$ cat config.mk
export PLATFORM = sky130hd
export DESIGN_NAME = button_pulse_conditioner_flat
export DESIGN_NICKNAME = d
export VERILOG_FILES = /design/src/rtl/button_pulse_conditioner_pkg.sv /design/src/rtl/button_pulse_conditioner_if.sv /design/src/rtl/button_pulse_conditioner_debounce_ch.sv /design/src/rtl/button_pulse_conditioner.sv /design/src/flat_wrapper.sv
export SDC_FILE = /design/constraint.sdc
export NUM_CORES = 1
export LEC_CHECK = 0
export CAP_MARGIN = 20
export CORE_MARGIN = 3
export CORE_UTILIZATION = 42
export DETAILED_ROUTE_END_ITERATION = 7
export PLACE_DENSITY = 0.66
export SLEW_MARGIN = 15
export SYNTH_ARGS = -nofsm -noshare
export SYNTH_HDL_FRONTEND = slang
export SYNTH_SLANG_ARGS = --single-unit
export TNS_END_PERCENT = 20
$ cat constraint.sdc
create_clock -name clk -period 2.7 [get_ports clk]
set_clock_uncertainty 0.2 [all_clocks]
set_input_delay 0.27 -clock clk [delete_from_list [all_inputs] [get_ports clk]]
set_output_delay 0.27 -clock clk [all_outputs]
set_load 0.005 [all_outputs]
$ cat src/rtl/button_pulse_conditioner_pkg.sv
// Shared types and constants for the push-button pulse conditioner.
package btn_cond_pkg;

  typedef enum logic [1:0] {
    S_LOW  = 2'd0,
    S_RISE = 2'd1,
    S_HIGH = 2'd2,
    S_FALL = 2'd3
  } ch_state_e;

  localparam int unsigned DEBOUNCE_CYCLES_DEF = 12000;
  localparam int unsigned CNT_W_DEF           = 16;
  localparam int unsigned SYNC_STAGES_DEF     = 2;

  localparam int unsigned SIMUL_BOTH   = 0;
  localparam int unsigned SIMUL_A_WINS = 1;

endpackage

$ cat src/rtl/button_pulse_conditioner_if.sv
// Raw button inputs and conditioned pulse/level outputs for both channels.
interface button_pulse_conditioner_if;
  logic btnA_raw;
  logic btnB_raw;
  logic inA;
  logic inB;
  logic levelA;
  logic levelB;

  modport master (output btnA_raw, output btnB_raw,
                  input  inA, input inB, input levelA, input levelB);
  modport slave  (input  btnA_raw, input btnB_raw,
                  output inA, output inB, output levelA, output levelB);
endinterface

$ cat src/rtl/button_pulse_conditioner_debounce_ch.sv
// One button channel: synchronizer, stability counter and press/release FSM.
module btn_debounce_ch
  import btn_cond_pkg::*;
#(
  parameter int unsigned DEBOUNCE_CYCLES = DEBOUNCE_CYCLES_DEF,
  parameter int unsigned CNT_W           = CNT_W_DEF,
  parameter int unsigned SYNC_STAGES     = SYNC_STAGES_DEF
) (
  input  logic clk,
  input  logic reset,
  input  logic raw,
  output logic pulse_c,
  output logic level
);

  localparam logic [CNT_W-1:0] CNT_LAST = CNT_W'(DEBOUNCE_CYCLES - 1);

  logic [SYNC_STAGES-1:0] sync_q;
  logic                   s;
  ch_state_e              state_q, state_d;
  logic [CNT_W-1:0]       cnt_q, cnt_d;
  logic                   level_q, level_d;

  assign s     = sync_q[SYNC_STAGES-1];
  assign level = level_q;

  // State register; level is registered from the next state so it moves with the pulse.
  always_ff @(posedge clk) begin
    if (reset) begin
      sync_q  <= '0;
      state_q <= S_LOW;
      cnt_q   <= '0;
      level_q <= 1'b0;
    end else begin
      sync_q  <= {sync_q[SYNC_STAGES-2:0], raw};
      state_q <= state_d;
      cnt_q   <= cnt_d;
      level_q <= level_d;
    end
  end

  // Next state: a change is accepted only after DEBOUNCE_CYCLES stable samples.
  always_comb begin
    state_d = state_q;
    cnt_d   = cnt_q;
    pulse_c = 1'b0;
    case (state_q)
      S_LOW: begin
        if (s) begin
          state_d = S_RISE;
          cnt_d   = '0;
        end
      end
      S_RISE: begin
        if (!s) begin
          state_d = S_LOW;
        end else if (cnt_q == CNT_LAST) begin
          state_d = S_HIGH;
          pulse_c = 1'b1;
        end else begin
          cnt_d = cnt_q + CNT_W'(1);
        end
      end
      S_HIGH: begin
        if (!s) begin
          state_d = S_FALL;
          cnt_d   = '0;
        end
      end
      S_FALL: begin
        if (s) begin
          state_d = S_HIGH;
        end else if (cnt_q == CNT_LAST) begin
          state_d = S_LOW;
        end else begin
          cnt_d = cnt_q + CNT_W'(1);
        end
      end
    endcase
    level_d = (state_d == S_HIGH) || (state_d == S_FALL);
  end

endmodule

$ cat src/rtl/button_pulse_conditioner.sv
// Two debounced button channels with optional A-over-B arbitration of same-cycle pulses.
module button_pulse_conditioner
  import btn_cond_pkg::*;
#(
  parameter int unsigned DEBOUNCE_CYCLES = DEBOUNCE_CYCLES_DEF,
  parameter int unsigned CNT_W           = CNT_W_DEF,
  parameter int unsigned SYNC_STAGES     = SYNC_STAGES_DEF,
  parameter int unsigned SIMUL_MODE      = SIMUL_BOTH
) (
  input  logic                        clk,
  input  logic                        reset,
  button_pulse_conditioner_if.slave   btn
);

  logic pulse_a_c, pulse_b_c, pulse_b_arb_c;
  logic level_a, level_b;
  logic in_a_q, in_b_q;

  btn_debounce_ch #(
    .DEBOUNCE_CYCLES (DEBOUNCE_CYCLES),
    .CNT_W           (CNT_W),
    .SYNC_STAGES     (SYNC_STAGES)
  ) u_ch_a (
    .clk     (clk),
    .reset   (reset),
    .raw     (btn.btnA_raw),
    .pulse_c (pulse_a_c),
    .level   (level_a)
  );

  btn_debounce_ch #(
    .DEBOUNCE_CYCLES (DEBOUNCE_CYCLES),
    .CNT_W           (CNT_W),
    .SYNC_STAGES     (SYNC_STAGES)
  ) u_ch_b (
    .clk     (clk),
    .reset   (reset),
    .raw     (btn.btnB_raw),
    .pulse_c (pulse_b_c),
    .level   (level_b)
  );

  // In A-wins mode a coincident B pulse is dropped, not deferred.
  assign pulse_b_arb_c = pulse_b_c & ~((SIMUL_MODE == SIMUL_A_WINS) & pulse_a_c);

  always_ff @(posedge clk) begin
    if (reset) begin
      in_a_q <= 1'b0;
      in_b_q <= 1'b0;
    end else begin
      in_a_q <= pulse_a_c;
      in_b_q <= pulse_b_arb_c;
    end
  end

  assign btn.inA    = in_a_q;
  assign btn.inB    = in_b_q;
  assign btn.levelA = level_a;
  assign btn.levelB = level_b;

endmodule

$ cat src/flat_wrapper.sv
// flat-port wrapper written by rule: the top's interface ports become plain ports
module button_pulse_conditioner_flat import btn_cond_pkg::*;
#(
  parameter int unsigned DEBOUNCE_CYCLES = DEBOUNCE_CYCLES_DEF,
  parameter int unsigned CNT_W           = CNT_W_DEF,
  parameter int unsigned SYNC_STAGES     = SYNC_STAGES_DEF,
  parameter int unsigned SIMUL_MODE      = SIMUL_BOTH
)
  (clk, reset, btn_btnA_raw, btn_btnB_raw, btn_inA, btn_inB, btn_levelA, btn_levelB);
  button_pulse_conditioner_if btn_i ();
  input  logic clk;
  input  logic reset;
  input wire logic [$bits(btn_i.btnA_raw)-1:0] btn_btnA_raw;
  input wire logic [$bits(btn_i.btnB_raw)-1:0] btn_btnB_raw;
  output wire logic [$bits(btn_i.inA)-1:0] btn_inA;
  output wire logic [$bits(btn_i.inB)-1:0] btn_inB;
  output wire logic [$bits(btn_i.levelA)-1:0] btn_levelA;
  output wire logic [$bits(btn_i.levelB)-1:0] btn_levelB;
  assign btn_i.btnA_raw = btn_btnA_raw;
  assign btn_i.btnB_raw = btn_btnB_raw;
  assign btn_inA = btn_i.inA;
  assign btn_inB = btn_i.inB;
  assign btn_levelA = btn_i.levelA;
  assign btn_levelB = btn_i.levelB;
  button_pulse_conditioner #(.DEBOUNCE_CYCLES(DEBOUNCE_CYCLES), .CNT_W(CNT_W), .SYNC_STAGES(SYNC_STAGES), .SIMUL_MODE(SIMUL_MODE)) u_core (.clk(clk), .reset(reset), .btn(btn_i));
endmodule
==> implementation parameters, run 1 <==
Parameter                              Value

Min path
  Worst hold path class ... flip-flop to flip-flop

Worst setup path
  Slowest stage cell on the critical path ... sky130_fd_sc_hd__or4_4
  Worst Path Class, Setup ... flip-flop to flip-flop
  Endpoint kind of the worst setup timing path ... flip-flop
  Cell chain of the critical path ... ha_1 -> and4_2 -> and4_1 -> or4_4 -> o311ai_2
  Max incr delay on CP ... 560 ps
  Required time reported for the critical path endpoint ... 2720 ps
  Data arrival time of the critical path ... 2270 ps
  Startpoint Class ... flip-flop
  Top fanout value on the critical path ... 12

Synthesis
  Number of synthesized register bits ... 44
  Count of distinct cell types in the synthesized netlist ... 52
  Post-synthesis cell count ... 264
  Most instantiated flip-flop cell in the synthesis netlist ... sky130_fd_sc_hd__dfxtp_1
  Number of synthesized flops with an enable pin ... 0
  Yosys synthesis warning count ... 0
  Average cell area after synthesis ... 8.59 sq um
  Async SR Flop Fraction ... 0
  Cell taking the most area after synthesis ... sky130_fd_sc_hd__dfxtp_1
  Synthesized area ... 2270 sq um
  Nets in the synthesized netlist ... 270
  Fraction of synthesized cell area taken by the top area cell type ... 0.389
  Top area cells in the synthesized netlist ... sky130_fd_sc_hd__dfxtp_1 (39%), sky130_fd_sc_hd__a21oi_1 (5.1%), sky130_fd_sc_hd__nand4_1 (4.4%), sky130_fd_sc_hd__o21ai_0 (2.9%), sky130_fd_sc_hd__nand2_1 (2.8%)
  Proportion of synthesized chip area in sequential cells ... 0.389

Clocking
  Resize count post-CTS ... 0
  Insertion delay to the later sink of the worst-skew pair ... 300 ps
  Max clock buf depth ... 2
  Sinks on the clock net ... 44
  CTS clk-pin slew, worst paths ... 80 ps
  Setup Buffers After CTS ... 0
  Number of hold buffers added after cts ... 0
  Clock tree from TritonCTS ... built
  Root buffer selected by CTS ... sky130_fd_sc_hd__clkbuf_8
  Number of buffers added by the clock tree synthesis step ... 5
  H-tree depth ... 2

STA
  Transition at the pin with the smallest max-transition slack ... 499 ps
  Final-report max-slew violation count ... 0
  Maximum operating frequency ... 443 MHz
  Max_slew headroom ... 0.663
  Ratio of final minimum period to clock period ... 0.836
  Final setup violation count ... 0
  Setup TNS ... 0 ps
  Final hold violations ... 0
  Unrepaired setup endpoints after global routing ... false
  Worst-case hold slack ... 240 ps
  Tmin final ... 2260 ps

Placed design
  Post-detailed-placement cell area ... 2410 sq um
  Post-DP HPWL ... 3380 um
  Global placement routability congestion ... 0.876
  # port buffers ... 7

Global route
  Total routing resource utilization after global routing ... 0.171
  Number of global-route vias before repair ... 1774
  Total congestion overflow ... 0
  Initial antenna violation count ... 0
  Global-route wire length before repair ... 8540 um
  Pin count of the biggest net entering global routing ... 20

Run status
  Status ... complete, no violations

Cells and area
  Area occupied by multi-input gates ... 1280 sq um
  Post-layout net count ... 275
  Total non-filler cell area in the finished layout ... 2540 sq um
  Area taken by flip-flops and latches ... 881 sq um
  Share of cells above drive strength 1 ... 0.0963
  Number of fill cells ... 468
  Final core occ ... 0.490
  Number of inserted diodes ... 0
  Layout overhead on the synthesized area ... 11.9%

Floorplan
  Horizontal die dimension ... 79.5 um
  Site row count ... 26
  I/O pin count ... 8
  Die Area ... 6320 sq um
  Area of the core ... 5170 sq um
  Die height ... 79.5 um
  Initial cell density of the core ... 0.438

Job
  Total of max-cap violations ... 0

Power
  Power per unit of standard cell area ... 500 nW/um^2
  IR Drop Worst-Case VDD ... 0.250 mV
  Power consumption ... 1.27 mW
  Leakage power of the design ... 0.770 nW

Drt
  Drt wl/cell ... 14.6 um
  Remaining routing DRC violations ... 0
  First-pass detailed-route iteration total ... 4
  Per-cell via count in the routed design ... 5.78
  Iteration-0 DRC count of the detailed router ... 169
  Aggregate routed wire length ... 4960 um
  Number of nets with antenna violations after routing ... 0
  Total via count after detailed routing ... 1964
[registers in the layout, summed over array words and instances, names as in the netlist]
| name | cells |
|---|---|
| u_core.u_ch_b.sync_q | 2 |
| u_core.u_ch_b.cnt_q | 16 |
| u_core.u_ch_a.level | 1 |
| u_core.u_ch_a.sync_q | 2 |
| u_core.u_ch_a.state_q | 2 |
| u_core.btn.inA | 1 |
| u_core.u_ch_b.level | 1 |
| u_core.u_ch_a.cnt_q | 16 |
| u_core.btn.inB | 1 |
| u_core.u_ch_b.state_q | 2 |
[metal layers]
metal	vias up	global-route usage	share of wire
met5	-	0	0
met2	37	0.235	0.40
met4	0	0.0687	0.017
met3	6	0.0406	0.045
met1	905	0.252	0.54
li1	1016	-	-
[cell type report]
type	count	share of cell area
Timing Repair Buffer	15	0.0513
Inverter	9	0.0133
Tap cell	70	0.0345
Sequential cell	44	0.347
Clock buffer	7	0.0380
Multi-Input combinational cell	194	0.504
Clock inverter	1	0.0118
[synthesized netlist by cell type (all sizes together) (5+ instances only)]
library cell	count
a21oi	23
a311oi	5
buf	8
clkbuf	9
dfxtp	44
inv	9
nand2	18
nand2b	6
nand3	14
nand4	16
nor2	9
nor2b	6
o21ai	13
o31ai	6
or3	7
or4	8
[power by group]
part | internal (mW) | switching [mW] | leakage [nW]
clock network | 0.327 | 0.237 | 0.0645
logic | 0.0203 | 0.0277 | 0.350
registers | 0.653 | 0.00456 | 0.355
total | 1.00 | 0.269 | 0.770
[cells by family (layout without fill, tap and decap cells)]
kind of cell / Yosys count / after routing / share of synthesized area
simple gates: 113 / 113 / 0.311
buf+inv: 26 / 32 / 0.0480
mux: 4 / 4 / 0.0177
compound gates: 71 / 71 / 0.208
flops: 44 / 44 / 0.389
xor+xnor: 4 / 4 / 0.0155
fa+ha+maj: 2 / 2 / 0.0110
[worst paths after layout]
kind	startpoint	endpoint	slack (ps)	cells after the start
worst min register to register	u_core.u_ch_b.sync_q[0]$_SDFF_PP0_	u_core.u_ch_b.sync_q[1]$_SDFF_PP0_	240	1
worst min-delay path	u_core.u_ch_b.sync_q[0]$_SDFF_PP0_	u_core.u_ch_b.sync_q[1]$_SDFF_PP0_	240	1
worst max-delay path	u_core.u_ch_a.cnt_q[0]$_SDFFE_PP0P_	u_core.u_ch_a.cnt_q[15]$_SDFFE_PP0P_	440	5
worst max register to register	u_core.u_ch_a.cnt_q[0]$_SDFFE_PP0P_	u_core.u_ch_a.cnt_q[15]$_SDFFE_PP0P_	440	5
[worst max-delay path: cells and delay by family, from the launching register on]
kind | cells | cell delay (ps)
AOI/OAI and AO/OA | 1 | 210
adders and majority gates | 1 | 250
and+or+nand+nor | 3 | 1150
DFF | 1 | 370
[metrics by stage]
stage	cells	setup WS, ps
after floorplan	264	702
after global placement	332	496
after detailed placement	332	457
after CTS	340	451
after global routing	340	346
final	340	442
[placed cells by master (no fill, tap or decap), drive strengths merged, types with 2 or more instances in the layout]
master / n
nor2b: 6
inv: 9
and4: 4
and2: 4
nand2: 18
nand2b: 6
nand3: 14
nor3: 3
nand4: 16
buf: 8
nor4b: 4
nor4bb: 2
ha: 2
o21a: 3
xor2: 3
or3: 7
clkbuf: 7
o31ai: 6
nand4b: 2
o21ai: 13
clkdlybuf4s50: 7
a21oi: 23
a211oi: 4
dfxtp: 44
mux2i: 4
o31a: 2
nand3b: 2
a311oi: 5
a2111o: 2
o32ai: 4
or4: 8
and3: 4
a31oi: 3
o211ai: 2
nor2: 9
No activity file was read; power rests on OpenSTA's default activity.
==> inputs of run 2 (changes only) <==
PLACE_DENSITY = 0.69   (was 0.66)
clock period = 1.9 ns   (was 2.7 ns; I/O delays follow)
==> run 2 against run 1 <==
Total power up 26%. Flip-flop and latch count unchanged. Combinational power up 73%. Clock power up 4.4%. First-iteration DRC count down 40%. Die area unchanged. Via count up 11%. Global-route usage up 0.82 points. Non-clock buffer count up 36. Wire length up 8.8%. Critical endpoint unchanged. Largest cell class unchanged. Highest routed layer unchanged.
==> implementation parameters, run 2 (synthesis results as in run 1) <==
Parameter                              Value

Floorplan
  Horizontal die dimension ... 79.5 um (unchanged)
  Die Area ... 6320 sq um (unchanged)
  I/O pin count ... 8 (unchanged)
  Site row count ... 26 (unchanged)
  Die height ... 79.5 um (unchanged)
  Initial cell density of the core ... 0.438 (unchanged)
  Area of the core ... 5170 sq um (unchanged)

Cells and area
  Area occupied by multi-input gates ... 1360 sq um (was 1280 sq um)
  Commonest non-fill, non-tap cell in the layout ... sky130_fd_sc_hd__buf_4 (was sky130_fd_sc_hd__dfxtp_1)
  Final core occ ... 0.557 (was 0.490)
  Share of cells above drive strength 1 ... 0.265 (was 0.0963)
  Layout overhead on the synthesized area ... 27.0% (was 11.9%)
  Area taken by flip-flops and latches ... 892 sq um (was 881 sq um)
  Number of fill cells ... 461 (was 468)
  Post-layout net count ... 311 (was 275)
  Largest regs ... u_core.u_ch_a.cnt_q x16, u_core.u_ch_b.cnt_q x16 (unchanged)
  Most frequent cells in the layout ... sky130_fd_sc_hd__buf_4 (41), sky130_fd_sc_hd__dfxtp_1 (37), sky130_fd_sc_hd__a21oi_1 (22) (was sky130_fd_sc_hd__dfxtp_1 (44), sky130_fd_sc_hd__a21oi_1 (23), sky130_fd_sc_hd__nand2_1 (17))
  Number of inserted diodes ... 0 (unchanged)

Job
  Total of max-cap violations ... 0 (unchanged)

Power
  IR Drop Worst-Case VDD ... 0.570 mV (was 0.250 mV)
  Power per unit of standard cell area ... 556 nW/um^2 (was 500 nW/um^2)
  Leakage power of the design ... 0.959 nW (was 0.770 nW)

STA
  Final hold violations ... 0 (unchanged)
  Final-report max-slew violation count ... 0 (unchanged)
  Final setup violation count ... 0 (unchanged)
  Tmin final ... 1890 ps (was 2260 ps)
  Setup TNS ... 0 ps (unchanged)
  Ratio of final minimum period to clock period ... 0.997 (was 0.836)
  Max_slew headroom ... 0.735 (was 0.663)
  Transition at the pin with the smallest max-transition slack ... 392 ps (was 499 ps)
  Unrepaired setup endpoints after global routing ... true (was false)
  Maximum operating frequency ... 528 MHz (was 443 MHz)

Worst setup path
  Endpoint kind of the worst setup timing path ... flip-flop (unchanged)
  Max incr delay on CP ... 530 ps (was 560 ps)
  Number of logic stages on the critical path including buffering ... 5 (unchanged)
  CP dominant cell by count ... sky130_fd_sc_hd__and4_4
  Cell family contributing the most delay on the critical path ... simple AND/OR/NAND/NOR gates (unchanged)
  Depth of the most critical reg-to-reg path ... 5 (unchanged)
  Top fanout value on the critical path ... 4 (was 12)
  Data arrival time of the critical path ... 1900 ps (was 2270 ps)
  Required time reported for the critical path endpoint ... 1910 ps (was 2720 ps)
  Worst Path Class, Setup ... flip-flop to flip-flop (unchanged)
  Bufs and invs on worst path ... 0 (unchanged)
  Slowest stage cell on the critical path ... sky130_fd_sc_hd__or4_4 (unchanged)
  Startpoint Class ... flip-flop (unchanged)
  Cell chain of the critical path ... ha_4 -> and4_4 -> and4_4 -> or4_4 -> o311ai_2 (was ha_1 -> and4_2 -> and4_1 -> or4_4 -> o311ai_2)

Global route
  Number of global-route vias before repair ... 1983 (was 1774)
  Met3 GRT Util ... 0.0372 (was 0.0406)
  Total congestion overflow ... 0 (unchanged)
  Total routing resource utilization after global routing ... 0.179 (was 0.171)
  Pin count of the biggest net entering global routing ... 35 (was 20)
  Initial antenna violation count ... 0 (unchanged)
  Global-route wire length before repair ... 9150 um (was 8540 um)
  Fraction of met1 tracks used by global routing ... 0.253 (was 0.252)
  Grt peak-use layer ... met2 (was met1)
  Met2 usage in global routing ... 0.273 (was 0.235)

Clocking
  H-tree depth ... 2 (unchanged)
  Clock tree from TritonCTS ... built (unchanged)
  Number of buffers added by the clock tree synthesis step ... 5 (unchanged)
  Insertion delay to the later sink of the worst-skew pair ... 300 ps (about the same)
  Root buffer selected by CTS ... sky130_fd_sc_hd__clkbuf_8 (unchanged)
  Sinks on the clock net ... 44 (unchanged)
  Max clock buf depth ... 2 (unchanged)
  CTS clk-pin slew, worst paths ... 90 ps (was 80 ps)

Drt
  Per-cell via count in the routed design ... 5.80 (was 5.78)
  First-pass detailed-route iteration total ... 4 (unchanged)
  Number of nets with antenna violations after routing ... 0 (unchanged)
  Remaining routing DRC violations ... 0 (unchanged)
  Drt wl/cell ... 14.3 um (was 14.6 um)
  Total via count after detailed routing ... 2182 (was 1964)
  Iteration-0 DRC count of the detailed router ... 101 (was 169)
  Aggregate routed wire length ... 5390 um (was 4960 um)

Run status
  Status ... complete, no violations (unchanged)

Placed design
  Post-DP HPWL ... 3790 um (was 3380 um)
  Global placement routability congestion ... 0.864 (was 0.876)
  # port buffers ... 7 (unchanged)

Min path
  Worst hold path class ... input pin to flip-flop (was flip-flop to flip-flop)
  Instance count along the most critical hold path ... 2 (was 1)
[run 2: cell types whose count changed in the layout (fill, tap and decap cells not counted), sizes merged]
cell    delta
buf       +36
clkinv     +3
clkbuf     -2
bufinv     -1
[run 2: worst paths after layout]
kind	from	slack (ps)	end
max	u_core.u_ch_a.cnt_q[0]$_SDFFE_PP0P_	6	u_core.u_ch_a.cnt_q[15]$_SDFFE_PP0P_
min	btn_btnB_raw	230	u_core.u_ch_b.sync_q[0]$_SDFF_PP0_
min reg2reg	u_core.u_ch_a.sync_q[0]$_SDFF_PP0_	250	u_core.u_ch_a.sync_q[1]$_SDFF_PP0_
max reg2reg	u_core.u_ch_a.cnt_q[0]$_SDFFE_PP0P_	6	u_core.u_ch_a.cnt_q[15]$_SDFFE_PP0P_
[run 2: layer usage]
| layer | vias to the layer above | share of wire | wire length, um |
|---|---|---|---|
| li1 | 1094 | - | - |
| met1 | 1024 | 0.50 | 2710 |
| met2 | 58 | 0.44 | 2390 |
| met3 | 6 | 0.044 | 238 |
| met4 | 0 | 0.012 | 63 |
| met5 | - | 0 | 0 |
[run 2: cell type report]
cell class / count / area share
repair buffers: 51 / 0.146
multi-input cells: 194 / 0.472
flip-flops and latches: 44 / 0.310
clock inverters: 3 / 0.00652
inverters: 9 / 0.0117
well taps: 70 / 0.0304
clock buffers: 5 / 0.0239
[run 2: through the flow]
step | power [mW] | hold slack, ps | instance area, sq um | worst slack (ps) | std cells
2_1_floorplan | 0.998 | 118 | 2280 | 11.2 | 264
3_3_place_gp | 1.03 | 222 | 2700 | 1.51 | 367
3_5_place_dp | 1.03 | 234 | 2700 | -19.6 | 367
4_1_cts | 1.62 | 225 | 2800 | 4.22 | 375
5_1_grt | 1.66 | 247 | 2880 | -31.0 | 376
6_report | 1.60 | 229 | 2880 | 6.05 | 376
[run 2: power by group]
part | total [mW] | internal [mW] | leakage, nW | switching (mW)
registers | 0.930 | 0.926 | 0.359 | 0.00352
clock network | 0.588 | 0.257 | 0.0479 | 0.332
logic | 0.0831 | 0.0369 | 0.552 | 0.0462
total | 1.60 | 1.22 | 0.959 | 0.381
[run 2: worst reg2reg max path, delay by kind of cell, from the launching register on]
kind,cells,cell delay [ps]
flip-flops,1,360
adder cells (fa/ha/maj),1,150
AND/OR/NAND/NOR,3,890
AO/OA/AOI/OAI,1,210
[run 2: timing repair]
| action | in CTS | in global routing |
|---|---|---|
| gates cloned | 0 | 0 |
| gates resized for setup | 4 | 16 |
| setup endpoints to repair | 1 | 29 |
| pin swaps | 0 | 6 |
| buffers inserted | 0 | 1 |
| hold buffers | 0 | 0 |
==> inputs of run 3 (changes only) <==
CORE_MARGIN = 4   (was 3)
RECOVER_POWER = 25   (was not set)
==> run 3 against run 2 <==
The flow now finishes with violations (negative setup slack). Via count is essentially flat. Critical endpoint unchanged. Cell count grew 0.27%. Count of clock-buffer cells in the layout is 1 higher. Hold slack improved by 5.4 ps. Final area rose by 0.70%. Core utilization increased by 0.39 points. Global-route usage barely moved. Setup slack got worse by 24 ps. Flip-flop and latch count unchanged. Clock power increased by 4.1%. Critical path depth did not move. Maximum frequency down 1.3%.
==> implementation parameters, run 3 (synthesis results as in run 1) <==
Parameter                              Value

Run status
  Status ... finished, violations left (was complete, no violations)
  Violated checks ... negative setup slack

Placed design
  Pre-CTS setup slack ... -3.99 ps (was -19.6 ps)
  Number of placed cells counting well taps ... 369 (was 367)
  # port buffers ... 7 (unchanged)
  Global placement routability congestion ... 0.901 (was 0.864)
  Post-DP HPWL ... 3940 um (was 3790 um)

Clocking
  Max clock buf depth ... 2 (unchanged)
  Setup Buffers After CTS ... 0 (unchanged)
  Root buffer selected by CTS ... sky130_fd_sc_hd__clkbuf_8 (unchanged)
  H-tree depth ... 2 (unchanged)
  Clock tree from TritonCTS ... built (unchanged)
  Sinks on the clock net ... 44 (unchanged)
  Number of buffers added by the clock tree synthesis step ... 5 (unchanged)
  Insertion delay to the later sink of the worst-skew pair ... 300 ps (about the same)
  Number of hold buffers added after cts ... 0 (unchanged)
  CTS clk-pin slew, worst paths ... 80 ps (was 90 ps)

Drt
  Routed wire length on met2 ... 2610 um (was 2390 um)
  Number of nets with antenna violations after routing ... 0 (unchanged)
  Iteration-0 DRC count of the detailed router ... 138 (was 101)
  Per-cell via count in the routed design ... 5.79 (was 5.80)
  First-pass detailed-route iteration total ... 4 (unchanged)
  Total via count after detailed routing ... 2181 (was 2182)
  Remaining routing DRC violations ... 0 (unchanged)
  Aggregate routed wire length ... 5600 um (was 5390 um)
  Highest metal used ... met3 (was met4)
  Met3 routed wirelength ... 360 um (was 238 um)
  Drt wl/cell ... 14.9 um (was 14.3 um)
  Routed length on met1 ... 2640 um (was 2710 um)

STA
  Maximum operating frequency ... 521 MHz (was 528 MHz)
  Ratio of final minimum period to clock period ... 1.01 (was 0.997)
  Transition at the pin with the smallest max-transition slack ... 351 ps (was 392 ps)
  Max_slew headroom ... 0.764 (was 0.735)
  Unrepaired setup endpoints after global routing ... true (unchanged)
  Final hold violations ... 0 (unchanged)
  Tmin final ... 1920 ps (was 1890 ps)
  Worst setup slack after layout ... -18.2 ps (was 6.05 ps)
  Final-report max-slew violation count ... 0 (unchanged)
  Final setup violation count ... 1 (was 0)
  Worst-case hold slack ... 234 ps (was 229 ps)

Cells and area
  Share of cells above drive strength 1 ... 0.241 (was 0.265)
  Largest regs ... u_core.u_ch_a.cnt_q x16, u_core.u_ch_b.cnt_q x16 (unchanged)
  Post-layout net count ... 312 (was 311)
  Number of inserted diodes ... 0 (unchanged)
  Commonest non-fill, non-tap cell in the layout ... sky130_fd_sc_hd__buf_4 (unchanged)
  Most frequent cells in the layout ... sky130_fd_sc_hd__buf_4 (42), sky130_fd_sc_hd__dfxtp_1 (41), sky130_fd_sc_hd__a21oi_1 (23) (was sky130_fd_sc_hd__buf_4 (41), sky130_fd_sc_hd__dfxtp_1 (37), sky130_fd_sc_hd__a21oi_1 (22))
  Final Instance Count excl. Fillers ... 377 (was 376)
  Layout overhead on the synthesized area ... 27.9% (was 27.0%)

Power
  Power per unit of standard cell area ... 559 nW/um^2 (was 556 nW/um^2)
  IR Drop Worst-Case VDD ... 0.471 mV (was 0.570 mV)
  Leakage power of the design ... 0.980 nW (was 0.959 nW)

Worst setup path
  Endpoint kind of the worst setup timing path ... flip-flop (unchanged)
  Reg-to-Reg Start ... u_core.u_ch_a.cnt_q[1]$_SDFFE_PP0P_ (was u_core.u_ch_a.cnt_q[0]$_SDFFE_PP0P_)
  Top fanout value on the critical path ... 3 (was 4)
  Depth of the most critical reg-to-reg path ... 5 (unchanged)
  Worst Path Class, Setup ... flip-flop to flip-flop (unchanged)
  Data arrival time of the critical path ... 1930 ps (was 1900 ps)
  Worst setup path startpoint ... u_core.u_ch_a.cnt_q[1]$_SDFFE_PP0P_ (was u_core.u_ch_a.cnt_q[0]$_SDFFE_PP0P_)
  Startpoint Class ... flip-flop (unchanged)
  Required time reported for the critical path endpoint ... 1910 ps (about the same)

Min path
  Worst hold path class ... input pin to flip-flop (unchanged)
  Origin of the worst min-delay path ... btn_btnB_raw (unchanged)
  Instance count along the most critical hold path ... 2 (unchanged)

Global route
  Global-route wire length before repair ... 9250 um (was 9150 um)
  Total routing resource utilization after global routing ... 0.179 (about the same)
  Pin count of the biggest net entering global routing ... 35 (unchanged)
  Number of global-route vias before repair ... 1957 (was 1983)
  Total congestion overflow ... 0 (unchanged)
  Initial antenna violation count ... 0 (unchanged)

Floorplan
  Horizontal die dimension ... 81.5 um (was 79.5 um)
  Initial cell density of the core ... 0.438 (unchanged)
  Die Area ... 6640 sq um (was 6320 sq um)
  I/O pin count ... 8 (unchanged)
  Die height ... 81.5 um (was 79.5 um)
  Area of the core ... 5170 sq um (unchanged)
  Site row count ... 26 (unchanged)

Job
  Total of max-cap violations ... 0 (unchanged)
==> run 3: cell count changes in the layout (fill, tap and decap cells not counted), sizes merged <==
cell           before  now
buf                44   45
clkinv              3    2
clkbuf              5    6
dlygate4sd3         0    5
clkdlybuf4s50       7    2
==> run 3: layout make-up <==
cell class	instances	area (sq um)
clock buffers	6	82.6
clock inverters	2	10.0
fillers	453	2270
inverters	9	33.8
multi-input cells	194	1370
flip-flops and latches	44	890
well taps	70	87.6
repair buffers	52	428
==> run 3: per-stage QoR <==
step / total power, mW / TNS [ps] / utilization / area [sq um]
after floorplan: 0.998 / 0 / - / 2280
after global placement: 1.03 / 0 / 0.525 / 2720
final: 1.62 / -18.2 / 0.561 / 2900
after detailed placement: 1.03 / -3.99 / 0.525 / 2720
after CTS: 1.63 / -39.5 / 0.543 / 2810
after global routing: 1.67 / -174 / 0.561 / 2900
==> run 3: final timing paths <==
kind | slack [ps] | end
max | -20 | u_core.u_ch_a.cnt_q[15]$_SDFFE_PP0P_
min | 230 | u_core.u_ch_b.sync_q[0]$_SDFF_PP0_
max reg2reg | -20 | u_core.u_ch_a.cnt_q[15]$_SDFFE_PP0P_
min reg2reg | 250 | u_core.u_ch_a.sync_q[1]$_SDFF_PP0_
==> run 3: repair_timing <==
action | CTS | global route
pin swaps | 0 | 1
endpoints found under the setup margin | 2 | 25
endpoints found under the hold margin | 0 | 0
resized for setup | 0 | 16
==> run 3: power by group <==
group          total (mW)  internal [mW]  switching, mW
sequential          0.928          0.925        0.00342
clock               0.612          0.291          0.321
combinational      0.0818         0.0358         0.0460
total                1.62           1.25          0.370
==> run 3: critical path, stage by stage, from the launching register on <==
cell and delay (ps):
sky130_fd_sc_hd__dfxtp_4 380, sky130_fd_sc_hd__buf_6 100, sky130_fd_sc_hd__nand3_4 70, sky130_fd_sc_hd__or3_4 380
sky130_fd_sc_hd__or4_4 500, sky130_fd_sc_hd__o311ai_4 210
==> run 3: per-layer routing <==
| layer | global-route usage | vias up |
|---|---|---|
| met5 | 0 | - |
| met4 | 0.0541 | 0 |
| met3 | 0.0406 | 0 |
| met2 | 0.274 | 64 |
| met1 | 0.248 | 1023 |
| li1 | - | 1094 |
